$ cat src/rtl/adder_ff_unit.sv
// ---------------------------------------------------------------------------
// adder_ff_unit
//
// Registered adder leaf: computes a_in + b_in + cin_in at WIDTH+1 bits and
// captures the result in flops on every rising clock edge (one-cycle latency,
// no enable, no handshake). All outputs come straight from flops, so there is
// no combinational path from any input to any output.
//
// Build option:
//   ADDER_FF_OVF_EN  when defined, adds the ovf_ff port and its flop, which
//                    carries the two's-complement overflow of a_in+b_in+cin_in.
//                    When undefined, the port and flop are absent and
//                    sum_ff/cout_ff behave the same way.
//
// Parameters:
//   WIDTH    operand and sum width in bits (>= 1), default 4
//
// Ports:
//   clk      in   1      rising-edge clock
//   rst_n    in   1      asynchronous active-low reset, clears all outputs
//   a_in     in   WIDTH  operand A, unsigned
//   b_in     in   WIDTH  operand B, unsigned
//   cin_in   in   1      carry-in
//   sum_ff   out  WIDTH  registered sum, modulo 2^WIDTH
//   cout_ff  out  1      registered carry-out (bit WIDTH of the full sum)
//   ovf_ff   out  1      registered signed overflow (ADDER_FF_OVF_EN only)
// ---------------------------------------------------------------------------
module adder_ff_unit #(
    parameter int WIDTH = 4
) (
    input  logic             clk,
    input  logic             rst_n,
    input  logic [WIDTH-1:0] a_in,
    input  logic [WIDTH-1:0] b_in,
    input  logic             cin_in,
    output logic [WIDTH-1:0] sum_ff,
`ifdef ADDER_FF_OVF_EN
    output logic             cout_ff,
    output logic             ovf_ff
`else
    output logic             cout_ff
`endif
);

    // Operands and carry-in are zero-extended to WIDTH+1 bits so the carry
    // out of the top bit lands in sum_full[WIDTH] instead of being dropped.
    logic [WIDTH:0] sum_full;

    assign sum_full = {1'b0, a_in} + {1'b0, b_in} + {{WIDTH{1'b0}}, cin_in};

    always_ff @(posedge clk or negedge rst_n) begin
        if (!rst_n) begin
            sum_ff  <= '0;
            cout_ff <= 1'b0;
        end else begin
            sum_ff  <= sum_full[WIDTH-1:0];
            cout_ff <= sum_full[WIDTH];
        end
    end

`ifdef ADDER_FF_OVF_EN
    // Signed overflow is only possible when both operands share a sign; it
    // shows up as the result sign differing from that shared operand sign.
    // The carry-in is already folded into sum_full, so it is covered too.
    logic ovf_next;

    assign ovf_next = (a_in[WIDTH-1] == b_in[WIDTH-1]) &&
                      (sum_full[WIDTH-1] != a_in[WIDTH-1]);

    always_ff @(posedge clk or negedge rst_n) begin
        if (!rst_n) begin
            ovf_ff <= 1'b0;
        end else begin
            ovf_ff <= ovf_next;
        end
    end
`endif

endmodule

$ cat config.mk
export PLATFORM = sky130hd
export DESIGN_NAME = adder_ff_unit
export DESIGN_NICKNAME = d
export VERILOG_FILES = /design/src/rtl/adder_ff_unit.sv
export SDC_FILE = /design/constraint.sdc
export NUM_CORES = 1
export LEC_CHECK = 0
export ABC_AREA = 0
export BUFFER_PORTS_ARGS = -buffer_cell sky130_fd_sc_hd__buf_2
export CORE_AREA = 4 4 41 43
export CTS_BUF_LIST = sky130_fd_sc_hd__clkbuf_8
export DETAILED_ROUTE_END_ITERATION = 10
export DIE_AREA = 0 0 45 47
export HOLD_SLACK_MARGIN = 0.05
export PLACE_DENSITY = 0.48
export SLEW_MARGIN = 0
export SYNTH_ARGS = -nofsm -noshare
export SYNTH_HDL_FRONTEND = slang
export SYNTH_SLANG_ARGS = --single-unit
$ cat constraint.sdc
create_clock -name clk -period 0.8 [get_ports clk]
set_clock_uncertainty 0.2 [all_clocks]
set_input_delay 0.16 -clock clk [delete_from_list [all_inputs] [get_ports clk]]
set_output_delay 0.16 -clock clk [all_outputs]
set_load 0.03 [all_outputs]
Yosys cells after proc, flatten, opt, wreduce, memory -nomap -nowiden
Index checks and enable logic that the tools add are counted.
Widths: inputs -> output; s select.
{"block": "classes", "add_sub_neg": 2}
{"cell": "$add 4x4->5", "n": 1}
{"cell": "$add 5x1->5", "n": 1}
{"block": "word_totals", "register_bits": 5, "input_bits": 11, "wordCells": 4}

Longest topological paths before layout
{"block": "depth", "depth_word": 2, "ltp_mapped": 6, "ltp_nobuf": 6}

Worst setup path before layout
Ideal clock, no wire load.
{"block": "synth_timing", "path_kind": "input to register", "from": "input port a_in[0]", "to": "register cout_ff", "setup_time_ns": 0.122, "arrival_ns": 1.071, "t_required_ns": 0.478, "slack_ns": -0.592, "cell_stages": 6, "n_path_buf": 0, "cell_sequence": "fa_1 > inv_1 > fa_1 > nor2b_1 > o21ai_0 > nand2b_1"}
{"block": "synth_between", "elab_chain_len": 2}
{"element": "start, declared", "line_no": "33", "rtl": "input logic [WIDTH-1:0] a_in,"}
{"element": "$add 4x4->5", "line_no": "49", "rtl": "assign sum_full = {1'b0, a_in} + {1'b0, b_in} + {{WIDTH{1'b0}}, cin_in};"}
{"element": "$add 5x1->5", "line_no": "49"}
{"element": "via sum_full[4]", "line_no": "47", "rtl": "logic [WIDTH:0] sum_full;"}
{"element": "end signal, assigned", "line_no": "57", "rtl": "cout_ff <= sum_full[WIDTH];"}
{"element": "end, declared", "line_no": "41", "rtl": "output logic cout_ff"}
The timed path passes the listed nets, and every way through them passes these cells.

Worst setup path after layout
{"block": "layout_timing", "from": "input port cin_in", "to": "register sum_ff[2]"}
{"block": "layout_between", "elab_chain_len": 1}
{"element": "start, declared", "line_no": "35", "rtl": "input logic cin_in,"}
{"element": "$add 5x1->5", "line_no": "49"}
{"element": "via sum_full[2]", "line_no": "47"}
{"element": "end signal, assigned", "line_no": "56", "rtl": "sum_ff <= sum_full[WIDTH-1:0];"}
{"element": "end, declared", "line_no": "36", "rtl": "output logic [WIDTH-1:0] sum_ff,"}
The timed path passes the listed nets, and every way through them passes these cells.

==> metrics.yaml <==
cells_and_area:
  layout-drive-gt1-share_pct: 70.5
  nFillCells: 133
  postLayoutCoreUtil_pct: 39.3
  antenna_cells: 0
  area_delta_synth_final_pct: 90.2
  layout.nets: 61
sta:
  worst-slew-pin-transition_ns: 0.125
  fmax_ghz: 0.786
  drv_slew: 0
  final.setup.worst_slack_ns: -0.472
  holdWs_ns: 0.0286
  hold_viol: 0
  fin_crit_ns: 1.27
  fin_crit_sh_pct: 159
  setup_viol: 10
  relSlewSlack_pct: 91.6
  rsz0062_at_grt: "true"
detailed_routing:
  route.detailed.drc: 0
  wl_um: 505
  vias_per_cell: 3.85
  vias: 227
  dr.pass1.iters: 1
  wire_per_inst_um: 8.56
  drt_iter0_drc: 0
  antenna_left: 0
grt:
  overflow: 0
  grt_pass1_vias: 231
  antenna_found_initial: 0
  grtUsageMet1_pct: 4.19
  grt_usage_pct: 5.65
  gr-usage-met2_pct: 10.7
  busiest_layer: "met2"
  grt_max_degree: 6
  met3_usage_pct: 0
  grt_pass1_wl_um: 786
placed_design:
  gp_congestion: 0.682
  dpl.hpwl_um: 444
  io_buffers: 15
  post-place-ws_ns: -0.691
setup_path:
  worstPathArrival_ns: 1.17
  critical_path_class: "in2reg"
  critPathMaxFanout: 2
  worstPathCellList: "buf_6 -> fa_2 -> inv_2 -> fa_2 -> buf_4 -> buf_6 -> xnor2_2"
  crit_path_end_kind: "flip-flop"
  cp_slowest_cell: "fa_2"
  crit_required_ns: 0.70
  critPathMaxStageDelay_ns: 0.33
  cp-start-kind: "primary input"
die:
  io_pins: 16
  dieArea_um2: 2120
  fp-row-count: 13
  die_h_um: 47
  die_x_um: 45
  core_area_um2: 1300
  initial_core_util_pct: 20.7
logic_synthesis:
  synthAdderAreaFrac_pct: 28.8
  yosys.area_share.simple_pct: 4.65
  synth.cell_area_um2: 269
  synth_compound_area_share_pct: 7.91
  synth_seq_cells: 5
  syn_inst: 21
  syn_area_per_cell_um2: 12.8
  ys_seq_area_share_pct: 46.5
  synth.distinct_cells: 10
  yosysWarnings: 0
  synth_nets: 37
  muxShareOfSynthArea_pct: 0
  synth_xor_area_share_pct: 6.51
  synth_top_family_by_area: "adder cells"
clocking:
  h-tree-depth: 1
  clock_tree.root_cell: "clkbuf_8"
  path_clk_slew_ns: 0.03
  cts_hold_buffers: 1
  cts_tree: "done"
  cts_sinks: 5
  cts_buffers: 3
  cts_buffer_depth: 2
hold_path:
  hp-class: "in2reg"
  min_from: "a_in[0]"
  holdPathStages: 2
  hold_end: "sum_ff[0]"
pwr:
  power_mw: 1.12
  p_sw_share_pct: 27.2
  power.internal_mw: 0.817
  total_leakage_power_nw: 0.259
  combPwrFrac_pct: 32.0
  power_frac_seq_pct: 28.6
  vdd_ir_drop_max_uv: 789
  clkPwrFrac_pct: 39.4
  p_per_area_nw_per_um2: 2190
  power_switching_mw: 0.304
flow_run:
  drv_cap: 0
run_status:
  outcome: "finished, violations left"
  violations: "setup timing"
==> metal layers <==
layer / wire length (um) / share of wire [%]
met1: 149 / 30
met2: 283 / 56
met3: 55 / 11
met4: 17 / 3.4
met5: 0 / 0
==> registers in the layout, indices dropped and copies added, names as in the netlist <==
signal / count
sum_ff: 4
cout_ff: 1
==> timing repair <==
action                                  4_1_cts  5_1_grt
hold endpoints to repair                      6        1
resized for setup                            11        5
pin swaps                                     3        1
buffers inserted                              0        1
endpoints found under the setup margin       10       10
==> cells in the mapped netlist <==
cell	count	area [um^2]
xnor2_1	2	17.5
a21oi_2	1	8.76
fa_1	2	40.0
nor2b_1	1	6.26
o21ai_0	1	5.00
a21o_1	1	7.51
ha_1	3	37.5
dfrtp_1	5	125
inv_1	4	15.0
nand2b_1	1	6.26
==> how the worst max path moves through the flow <==
stage	startpoint	to	slack, ns	cells past startpoint
after global routing	cin_in	cout_ff	-0.51	7
after detailed placement	a_in[0]	cout_ff	-0.69	7
after global placement	a_in[0]	cout_ff	-0.67	7
after CTS	cin_in	cout_ff	-0.44	7
final	cin_in	sum_ff[2]	-0.47	7
after floorplan	a_in[0]	sum_ff[1]	-0.53	4
==> power by group through the flow <==
| stage | Clock, mW | Sequential, mW | Combinational, mW |
|---|---|---|---|
| 4_1_cts | 0.450 | 0.322 | 0.336 |
| 6_report | 0.442 | 0.321 | 0.359 |
| 2_1_floorplan | 0 | 0.409 | 0.0802 |
| 3_3_place_gp | 0 | 0.313 | 0.271 |
| 3_5_place_dp | 0 | 0.313 | 0.279 |
| 5_1_grt | 0.457 | 0.323 | 0.389 |
==> final cells by class <==
type                    instances  area, um^2  area share, %
clock buffers                   3        41.3           8.07
clock inverters                 1        3.75          0.733
inverters                       4        15.0           2.93
multi-input cells              12         141           27.6
flip-flops and latches          5         130           25.4
well taps                      15        18.8           3.67
repair buffers                 19         161           31.5
==> layout by cell type, fill, tap and decap left out <==
cell / netlist / final
buf_4: 0 / 2
xnor2_1: 2 / 1
a21oi_2: 1 / 1
nand2b_1: 1 / 1
clkbuf_8: 0 / 3
a21o_1: 1 / 1
dfrtp_2: 0 / 4
buf_6: 0 / 9
inv_1: 4 / 3
inv_2: 0 / 2
buf_2: 0 / 7
fa_2: 0 / 2
ha_1: 3 / 3
o21ai_1: 0 / 1
nor2b_1: 1 / 1
dlygate4sd3_1: 0 / 1
dfrtp_1: 5 / 1
xnor2_2: 0 / 1
==> worst max-delay path, delay by kind of cell <==
| kind | cells | cell delay, ns |
|---|---|---|
| XOR/XNOR | 1 | 0.11 |
| adder cells (fa/ha/maj) | 2 | 0.54 |
| buffers and inverters | 4 | 0.36 |
==> logic make-up (layout without fill, tap and decap cells) <==
group           count (synthesis)  count (layout)
compound gates                  3               3
fa+ha+maj                       5               5
simple gates                    2               2
flops                           5               5
buf+inv                         4              27
xor+xnor                        2               2
==> through the flow <==
stage,instances,area [um^2],setup TNS [ns]
2_1_floorplan,21,279,-2.07
3_3_place_gp,53,388,-3.25
3_5_place_dp,53,388,-3.35
4_1_cts,58,480,-3.16
5_1_grt,59,512,-3.47
6_report,59,512,-3.19
(Power assumes the default switching activity.)
